File: src/rtl/lsu_pkg.sv
// lsu_pkg: shared types and formatting helpers for the load/store alignment unit.
package lsu_pkg;

  localparam int unsigned MAX_XLEN = 64;
  localparam int unsigned MAX_NB   = MAX_XLEN / 8;

  typedef enum logic [1:0] {
    SZ_B = 2'b00,
    SZ_H = 2'b01,
    SZ_W = 2'b10,
    SZ_D = 2'b11
  } size_e;

  typedef enum logic [1:0] {
    IDLE  = 2'b00,
    BEAT0 = 2'b01,
    BEAT1 = 2'b10,
    DONE  = 2'b11
  } state_e;

  // Two-beat byte-enable mask: low NB bits are beat 0, next NB bits beat 1.
  function automatic logic [2*MAX_NB-1:0] be_mask(input size_e size, input logic [2:0] off,
                                                  input int unsigned nb);
    logic [2*MAX_NB-1:0] m;
    logic [2*MAX_NB-1:0] clip;
    case (size)
      SZ_B:    m = 16'h0001;
      SZ_H:    m = 16'h0003;
      SZ_W:    m = 16'h000F;
      default: m = 16'h00FF;
    endcase
    m = m << off;
    if (nb >= MAX_NB) clip = '1;
    else              clip = (16'(1) << (2 * nb)) - 16'(1);
    return m & clip;
  endfunction

  function automatic logic [MAX_XLEN-1:0] extend(input logic [MAX_XLEN-1:0] data,
                                                 input size_e size, input logic uns);
    logic [MAX_XLEN-1:0] r;
    case (size)
      SZ_B:    r = uns ? MAX_XLEN'(data[7:0])  : {{(MAX_XLEN-8){data[7]}}, data[7:0]};
      SZ_H:    r = uns ? MAX_XLEN'(data[15:0]) : {{(MAX_XLEN-16){data[15]}}, data[15:0]};
      SZ_W:    r = uns ? MAX_XLEN'(data[31:0]) : {{(MAX_XLEN-32){data[31]}}, data[31:0]};
      default: r = data;
    endcase
    return r;
  endfunction

endpackage

File: src/rtl/lsu_align_unit_load_align.sv
// lsu_load_align: assembles load bytes in address order from two lane words and extends them.
module lsu_load_align
  import lsu_pkg::*;
#(
  parameter int unsigned XLEN = 32
) (
  input  logic [XLEN-1:0] lo_i,
  input  logic [XLEN-1:0] hi_i,
  input  logic [2:0]      off_i,
  input  logic [1:0]      size_i,
  input  logic            unsigned_i,
  output logic [XLEN-1:0] data_o
);

  logic [XLEN-1:0] lanes;

  always_comb begin
    lanes  = XLEN'({hi_i, lo_i} >> (8 * off_i));
    data_o = XLEN'(extend(MAX_XLEN'(lanes), size_e'(size_i), unsigned_i));
  end

endmodule

File: src/rtl/lsu_align_unit.sv
// lsu_align_unit: byte-enable generation, lane shifting/extension and cache handshake.
// Define LSU_MISALIGN_SPLIT_EN to execute misaligned accesses (two beats when crossing a word).
module lsu_align_unit
  import lsu_pkg::*;
#(
  parameter int unsigned XLEN   = 32,
  parameter int unsigned ADDR_W = 32
) (
  input  logic              clk,
  input  logic              rst,
  input  logic              req_valid,
  output logic              req_ready,
  input  logic              req_we,
  input  logic [1:0]        req_size,
  input  logic              req_unsigned,
  input  logic [ADDR_W-1:0] req_addr,
  input  logic [XLEN-1:0]   req_wdata,
  output logic              busy,
  output logic              rsp_valid,
  output logic [XLEN-1:0]   rsp_rdata,
  output logic              rsp_err,
  output logic              mem_req,
  output logic              mem_we,
  output logic [ADDR_W-1:0] mem_addr,
  output logic [XLEN/8-1:0] mem_be,
  output logic [XLEN-1:0]   mem_wdata,
  input  logic              mem_ack,
  input  logic [XLEN-1:0]   mem_rdata
);

  localparam int unsigned NB    = XLEN / 8;
  localparam int unsigned OFF_W = $clog2(NB);

`ifdef LSU_MISALIGN_SPLIT_EN
  localparam bit SPLIT_EN = 1'b1;
`else
  localparam bit SPLIT_EN = 1'b0;
`endif

  state_e            state_q, state_d;
  logic [ADDR_W-1:0] addr_q, addr_d;
  size_e             size_q, size_d;
  logic              we_q, we_d;
  logic              uns_q, uns_d;
  logic [XLEN-1:0]   wdata_q, wdata_d;
  logic [XLEN-1:0]   lo_q, lo_d;

  logic              req_ready_q, req_ready_d;
  logic              busy_q, busy_d;
  logic              rsp_valid_q, rsp_valid_d;
  logic [XLEN-1:0]   rsp_rdata_q, rsp_rdata_d;
  logic              rsp_err_q, rsp_err_d;
  logic              mem_req_q, mem_req_d;
  logic              mem_we_q, mem_we_d;
  logic [ADDR_W-1:0] mem_addr_q, mem_addr_d;
  logic [NB-1:0]     mem_be_q, mem_be_d;
  logic [XLEN-1:0]   mem_wdata_q, mem_wdata_d;

  logic [2:0]        align_m;
  logic              illegal;
  logic              misaligned;
  logic [ADDR_W-1:0] base;
  logic [2*NB-1:0]   mask;
  logic [2*XLEN-1:0] wsh;
  logic [XLEN-1:0]   ld_lo;
  logic [XLEN-1:0]   ld_data;

  function automatic logic crosses(input logic [OFF_W-1:0] o, input size_e s);
    return (4'(o) + (4'd1 << s)) > 4'(NB);
  endfunction

  // Beat 0 data arrives on mem_rdata in the same cycle it is needed for a single-beat load.
  assign ld_lo = (state_q == BEAT0) ? mem_rdata : lo_q;

  lsu_load_align #(.XLEN(XLEN)) u_load_align (
    .lo_i       (ld_lo),
    .hi_i       (mem_rdata),
    .off_i      (3'(addr_q[OFF_W-1:0])),
    .size_i     (size_q),
    .unsigned_i (uns_q),
    .data_o     (ld_data)
  );

  always_comb begin
    state_d     = state_q;
    addr_d      = addr_q;
    size_d      = size_q;
    we_d        = we_q;
    uns_d       = uns_q;
    wdata_d     = wdata_q;
    lo_d        = lo_q;
    rsp_err_d   = 1'b0;
    rsp_rdata_d = '0;
    mem_req_d   = 1'b0;
    mem_we_d    = 1'b0;
    mem_addr_d  = '0;
    mem_be_d    = '0;
    mem_wdata_d = '0;

    case (size_e'(req_size))
      SZ_B:    align_m = 3'b000;
      SZ_H:    align_m = 3'b001;
      SZ_W:    align_m = 3'b011;
      default: align_m = 3'b111;
    endcase
    illegal    = (size_e'(req_size) == SZ_D) && (XLEN != 64);
    misaligned = |(req_addr[2:0] & align_m);

    case (state_q)
      IDLE: begin
        if (req_valid) begin
          addr_d  = req_addr;
          size_d  = size_e'(req_size);
          we_d    = req_we;
          uns_d   = req_unsigned;
          wdata_d = req_wdata;
          if (illegal || (misaligned && !SPLIT_EN)) begin
            state_d   = DONE;
            rsp_err_d = 1'b1;
          end else begin
            state_d = BEAT0;
          end
        end
      end
      BEAT0: begin
        if (mem_ack) begin
          lo_d = mem_rdata;
`ifdef LSU_MISALIGN_SPLIT_EN
          if (crosses(addr_q[OFF_W-1:0], size_q)) begin
            state_d = BEAT1;
          end else begin
            state_d     = DONE;
            rsp_rdata_d = we_q ? '0 : ld_data;
          end
`else
          state_d     = DONE;
          rsp_rdata_d = we_q ? '0 : ld_data;
`endif
        end
      end
`ifdef LSU_MISALIGN_SPLIT_EN
      BEAT1: begin
        if (mem_ack) begin
          state_d     = DONE;
          rsp_rdata_d = we_q ? '0 : ld_data;
        end
      end
`endif
      DONE:    state_d = IDLE;
      default: state_d = IDLE;
    endcase

    // Mem-side outputs are registered from the next state and next fields.
    base = {addr_d[ADDR_W-1:OFF_W], {OFF_W{1'b0}}};
    mask = (2*NB)'(be_mask(size_d, 3'(addr_d[OFF_W-1:0]), NB));
    wsh  = (2*XLEN)'(wdata_d) << (8 * addr_d[OFF_W-1:0]);
    if (state_d == BEAT0) begin
      mem_req_d   = 1'b1;
      mem_we_d    = we_d;
      mem_addr_d  = base;
      mem_be_d    = mask[NB-1:0];
      mem_wdata_d = wsh[XLEN-1:0];
    end else if (state_d == BEAT1) begin
      mem_req_d   = 1'b1;
      mem_we_d    = we_d;
      mem_addr_d  = base + ADDR_W'(NB);
      mem_be_d    = mask[2*NB-1:NB];
      mem_wdata_d = wsh[2*XLEN-1:XLEN];
    end

    req_ready_d = (state_d == IDLE);
    busy_d      = (state_d != IDLE);
    rsp_valid_d = (state_d == DONE);
  end

  always_ff @(posedge clk or posedge rst) begin
    if (rst) begin
      state_q     <= IDLE;
      addr_q      <= '0;
      size_q      <= SZ_B;
      we_q        <= 1'b0;
      uns_q       <= 1'b0;
      wdata_q     <= '0;
      lo_q        <= '0;
      req_ready_q <= 1'b1;
      busy_q      <= 1'b0;
      rsp_valid_q <= 1'b0;
      rsp_rdata_q <= '0;
      rsp_err_q   <= 1'b0;
      mem_req_q   <= 1'b0;
      mem_we_q    <= 1'b0;
      mem_addr_q  <= '0;
      mem_be_q    <= '0;
      mem_wdata_q <= '0;
    end else begin
      state_q     <= state_d;
      addr_q      <= addr_d;
      size_q      <= size_d;
      we_q        <= we_d;
      uns_q       <= uns_d;
      wdata_q     <= wdata_d;
      lo_q        <= lo_d;
      req_ready_q <= req_ready_d;
      busy_q      <= busy_d;
      rsp_valid_q <= rsp_valid_d;
      rsp_rdata_q <= rsp_rdata_d;
      rsp_err_q   <= rsp_err_d;
      mem_req_q   <= mem_req_d;
      mem_we_q    <= mem_we_d;
      mem_addr_q  <= mem_addr_d;
      mem_be_q    <= mem_be_d;
      mem_wdata_q <= mem_wdata_d;
    end
  end

  assign req_ready = req_ready_q;
  assign busy      = busy_q;
  assign rsp_valid = rsp_valid_q;
  assign rsp_rdata = rsp_rdata_q;
  assign rsp_err   = rsp_err_q;
  assign mem_req   = mem_req_q;
  assign mem_we    = mem_we_q;
  assign mem_addr  = mem_addr_q;
  assign mem_be    = mem_be_q;
  assign mem_wdata = mem_wdata_q;

endmodule

File: config.mk
export PLATFORM = sky130hd
export DESIGN_NAME = lsu_align_unit
export DESIGN_NICKNAME = d
export VERILOG_FILES = /design/src/rtl/lsu_pkg.sv /design/src/rtl/lsu_align_unit_load_align.sv /design/src/rtl/lsu_align_unit.sv
export SDC_FILE = /design/constraint.sdc
export NUM_CORES = 1
export LEC_CHECK = 0
export ABC_AREA = 1
export BUFFER_PORTS_ARGS = -buffer_cell sky130_fd_sc_hd__buf_2
export CAP_MARGIN = 40
export CORE_MARGIN = 1.5
export CORE_UTILIZATION = 50
export CTS_CLUSTER_DIAMETER = 60
export CTS_CLUSTER_SIZE = 24
export DETAILED_ROUTE_END_ITERATION = 12
export GPL_TIMING_DRIVEN = 0
export PLACE_DENSITY = 0.74
export SLEW_MARGIN = 0
export SYNTH_ARGS = -nofsm -noshare
export SYNTH_HDL_FRONTEND = slang
export SYNTH_SLANG_ARGS = --single-unit
export TNS_END_PERCENT = 30
File: constraint.sdc
create_clock -name clk -period 11.2 [get_ports clk]
set_input_delay 0 -clock clk [delete_from_list [all_inputs] [get_ports clk]]
set_output_delay 0 -clock clk [all_outputs]
set_load 0.005 [all_outputs]
==> flow_summary.toml <==
[worst_hold_path]
min-delay-start = "req_addr[1]"
hold_path_depth = 4
hold_path_class = "primary input to flip-flop"
min_to = "rsp_err"

[critical_path]
cp-start-kind = "flip-flop"
critPathCaptureType = "flip-flop"
worstPathRequired_ps = 11540
reg2reg_slack_ps = 6780
r2r_start = "state_q[1]"
startpoint = "state_q[1]"
arrival_ps = 4750
critical_path.max_fanout = 10
worstSetupPathType = "flip-flop to flip-flop"
reg2reg_to = "mem_wdata[17]"
reg2reg_depth = 15

[run_status]
outcome = "completed"

[grt]
grt_pass1_wl_um = 51800
grt-ovfl-total = 0
grt_pass1_vias = 9869
grt_max_degree = 114
grt_use_total = 0.307
antenna_found_initial = 1

[clock_network]
cts_sinks = 206
h-tree-depth = 1
clock_latency_ps = 500
cts_made_buffers = 18
clkSlewWorstSetupHoldPaths_ps = 80
clock_path_buffers = 3
cts_setup_buffers = 0
cts_root_buf = "clkbuf_16"
tritoncts = "yes"

[pwr]
peakVddDrop_mv = 0.169
power.density_mw_per_mm2 = 274
total_leakage_power_uw = 0.00691

[layout]
fill_cells = 1686
diodes = 0
nets = 1719
area_growth_pct = 29.4
layout-drive-gt1-share = 0.229

[synth]
yosysSeqAreaShare = 0.500
synth_area_sq_mm = 0.0103
synth.most_common_cell = "nand2_1"
synth_edf_count = 0
synth_top_area_cell = "dfrtp_1"
synth_ff_type = "dfrtp_1"
synth_top_area_share = 0.498
synthTopCellsByCount = "nand2_1 (317), dfrtp_1 (205), o21ai_0 (149)"
ys_types = 47
syn_inst = 1280
avgSynthCellArea_sq_um = 8.05
synthArstFlopShare = 1.00
synth_warnings = 0
ys_seq_elements = 206
ys_top_cells_by_area = "dfrtp_1 (50%), nand2_1 (12%), o21ai_0 (7.2%)"

[sta]
period_minus_slack_ps = 4420
finalClockSkew_ps = 18.8
worstMarginPinSlew_ps = 629
final-hold-violation-count = 0
post-route-period-util = 0.394
holdWs_ps = 17.1
fmax_mhz = 226
slew_viol_final = 0
slew-limit-headroom = 0.580
setup_viol = 0
rsz0062_at_grt = "no"
fin_tns_setup_ps = 0

[placed_design]
portBuffers = 207
dp_hpwl_um = 23200
gp_congestion = 0.959

[detailed_routing]
drc = 0
drt_pass1_iterations = 6
vias_per_cell = 5.33
routed_wl_um = 32900
routed-via-count = 10086
ant_nets = 0
drt-wirelength-per-cell_um = 17.4
initialDrtViolationCount = 773

[die]
start_util = 0.510
core_sq_mm = 0.0202
die_h_um = 147
rows = 52
die_x_um = 147
die-area_sq_mm = 0.0215
ios = 210

[run]
max-cap-violations = 0
## cell usage in the layout (no fill, tap or decap), types with 3 or more instances in the layout
| master | synthesis | routed |
|---|---|---|
| a31oi_1 | 5 | 5 |
| nand2_2 | 28 | 28 |
| nand3_1 | 66 | 66 |
| ha_1 | 5 | 5 |
| o21ai_0 | 149 | 149 |
| nor2_1 | 88 | 88 |
| inv_1 | 133 | 132 |
| buf_6 | 4 | 4 |
| nor3_1 | 5 | 5 |
| dfrtp_1 | 205 | 205 |
| o21ai_1 | 26 | 26 |
| nand3_2 | 5 | 5 |
| dlygate4sd3_1 | 0 | 101 |
| buf_2 | 16 | 223 |
| clkbuf_16 | 0 | 19 |
| clkinv_1 | 4 | 4 |
| o22ai_1 | 16 | 16 |
| o21ai_2 | 9 | 9 |
| or2_2 | 19 | 19 |
| inv_2 | 9 | 9 |
| a21oi_1 | 55 | 55 |
| clkbuf_1 | 34 | 35 |
| nor2_4 | 12 | 12 |
| o221ai_1 | 3 | 3 |
| nand3b_1 | 3 | 3 |
| buf_4 | 5 | 5 |
| o211ai_1 | 18 | 18 |
| nor2_2 | 13 | 13 |
| nand2_1 | 317 | 317 |
| inv_6 | 0 | 3 |
## where the power goes
group          switching [uW]  internal [uW]  total, uW
combinational            1280            602       1880
sequential                104           1030       1130
clock                     309            333        642
## layer usage
metal / global-route usage / vias up / wire length [um]
li1: - / 4779 / -
met5: 0 / - / 7
met2: 0.506 / 474 / 15600
met4: 0.113 / 2 / 1190
met1: 0.413 / 4747 / 13700
met3: 0.0431 / 84 / 2410
## timing repair
| action | CTS | global route |
|---|---|---|
| resized for setup | 0 | 0 |
| hold buffers | 101 | 0 |
| hold endpoints to repair | 254 | 0 |
| endpoints found under the setup margin | 0 | 0 |
## worst max-delay path, stage by stage (launching register included)
cell	delay, ps
dfrtp_1	440
inv_1	110
nand2_1	60
nor2_2	380
clkbuf_1	450
buf_2	370
nor2_1	130
inv_1	120
ha_1	150
buf_2	250
clkinv_1	410
nand2_1	430
nor2_4	130
inv_1	90
clkbuf_1	450
o221ai_1	250
## area by class of cell
cell class	count	area, sq um	share of cell area
multi-input cells	864	4250	0.319
repair buffers	309	2070	0.155
inverters	146	556	0.0416
plain buffers	65	358	0.0268
clock inverters	11	119	0.00891
well taps	270	338	0.0253
clock buffers	21	493	0.0369
flip-flops and latches	206	5160	0.386
## cells by family after synthesis
family          count (synthesis)  share of synthesized area
simple gates                  563                      0.246
compound gates                292                      0.158
buf+inv                       211                     0.0879
flops                         206                      0.500
fa+ha+maj                       5                    0.00607
mux                             2                    0.00194
other cells                     1                   0.000364
## worst max path at each step
stage / endpoint / slack [ps] / depth (start not counted)
3_5_place_dp: mem_wdata[5] / 6890 / 15
6_report: mem_wdata[17] / 6780 / 15
5_1_grt: mem_wdata[17] / 6530 / 15
2_1_floorplan: addr_q[0] / 5580 / 1
3_3_place_gp: wdata_q[14] / 3420 / 2
4_1_cts: mem_be[1] / 6870 / 14
## per-stage QoR
step	instances	setup slack (ps)	instance area [sq um]	util	total power, uW
2_1_floorplan	1281	5580	10300	-	2360
5_1_grt	1892	6530	13300	0.660	3910
3_3_place_gp	1758	3420	11700	0.578	2920
3_5_place_dp	1759	6890	11700	0.579	2940
6_report	1892	6780	13300	0.660	3650
4_1_cts	1892	6870	13300	0.660	3630
## registers in the layout (all words and copies together) (netlist names)
signal / count
size_q: 2
wdata_q: 32
we_q: 1
mem_wdata: 32
mem_be: 4
addr_q: 32
mem_we: 1
lo_q: 32
mem_addr: 30
mem_req: 1
rsp_valid: 1
rsp_rdata: 32
uns_q: 1
state_q: 2
rsp_err: 1
busy: 1
req_ready: 1
(Power assumes the default switching activity.)
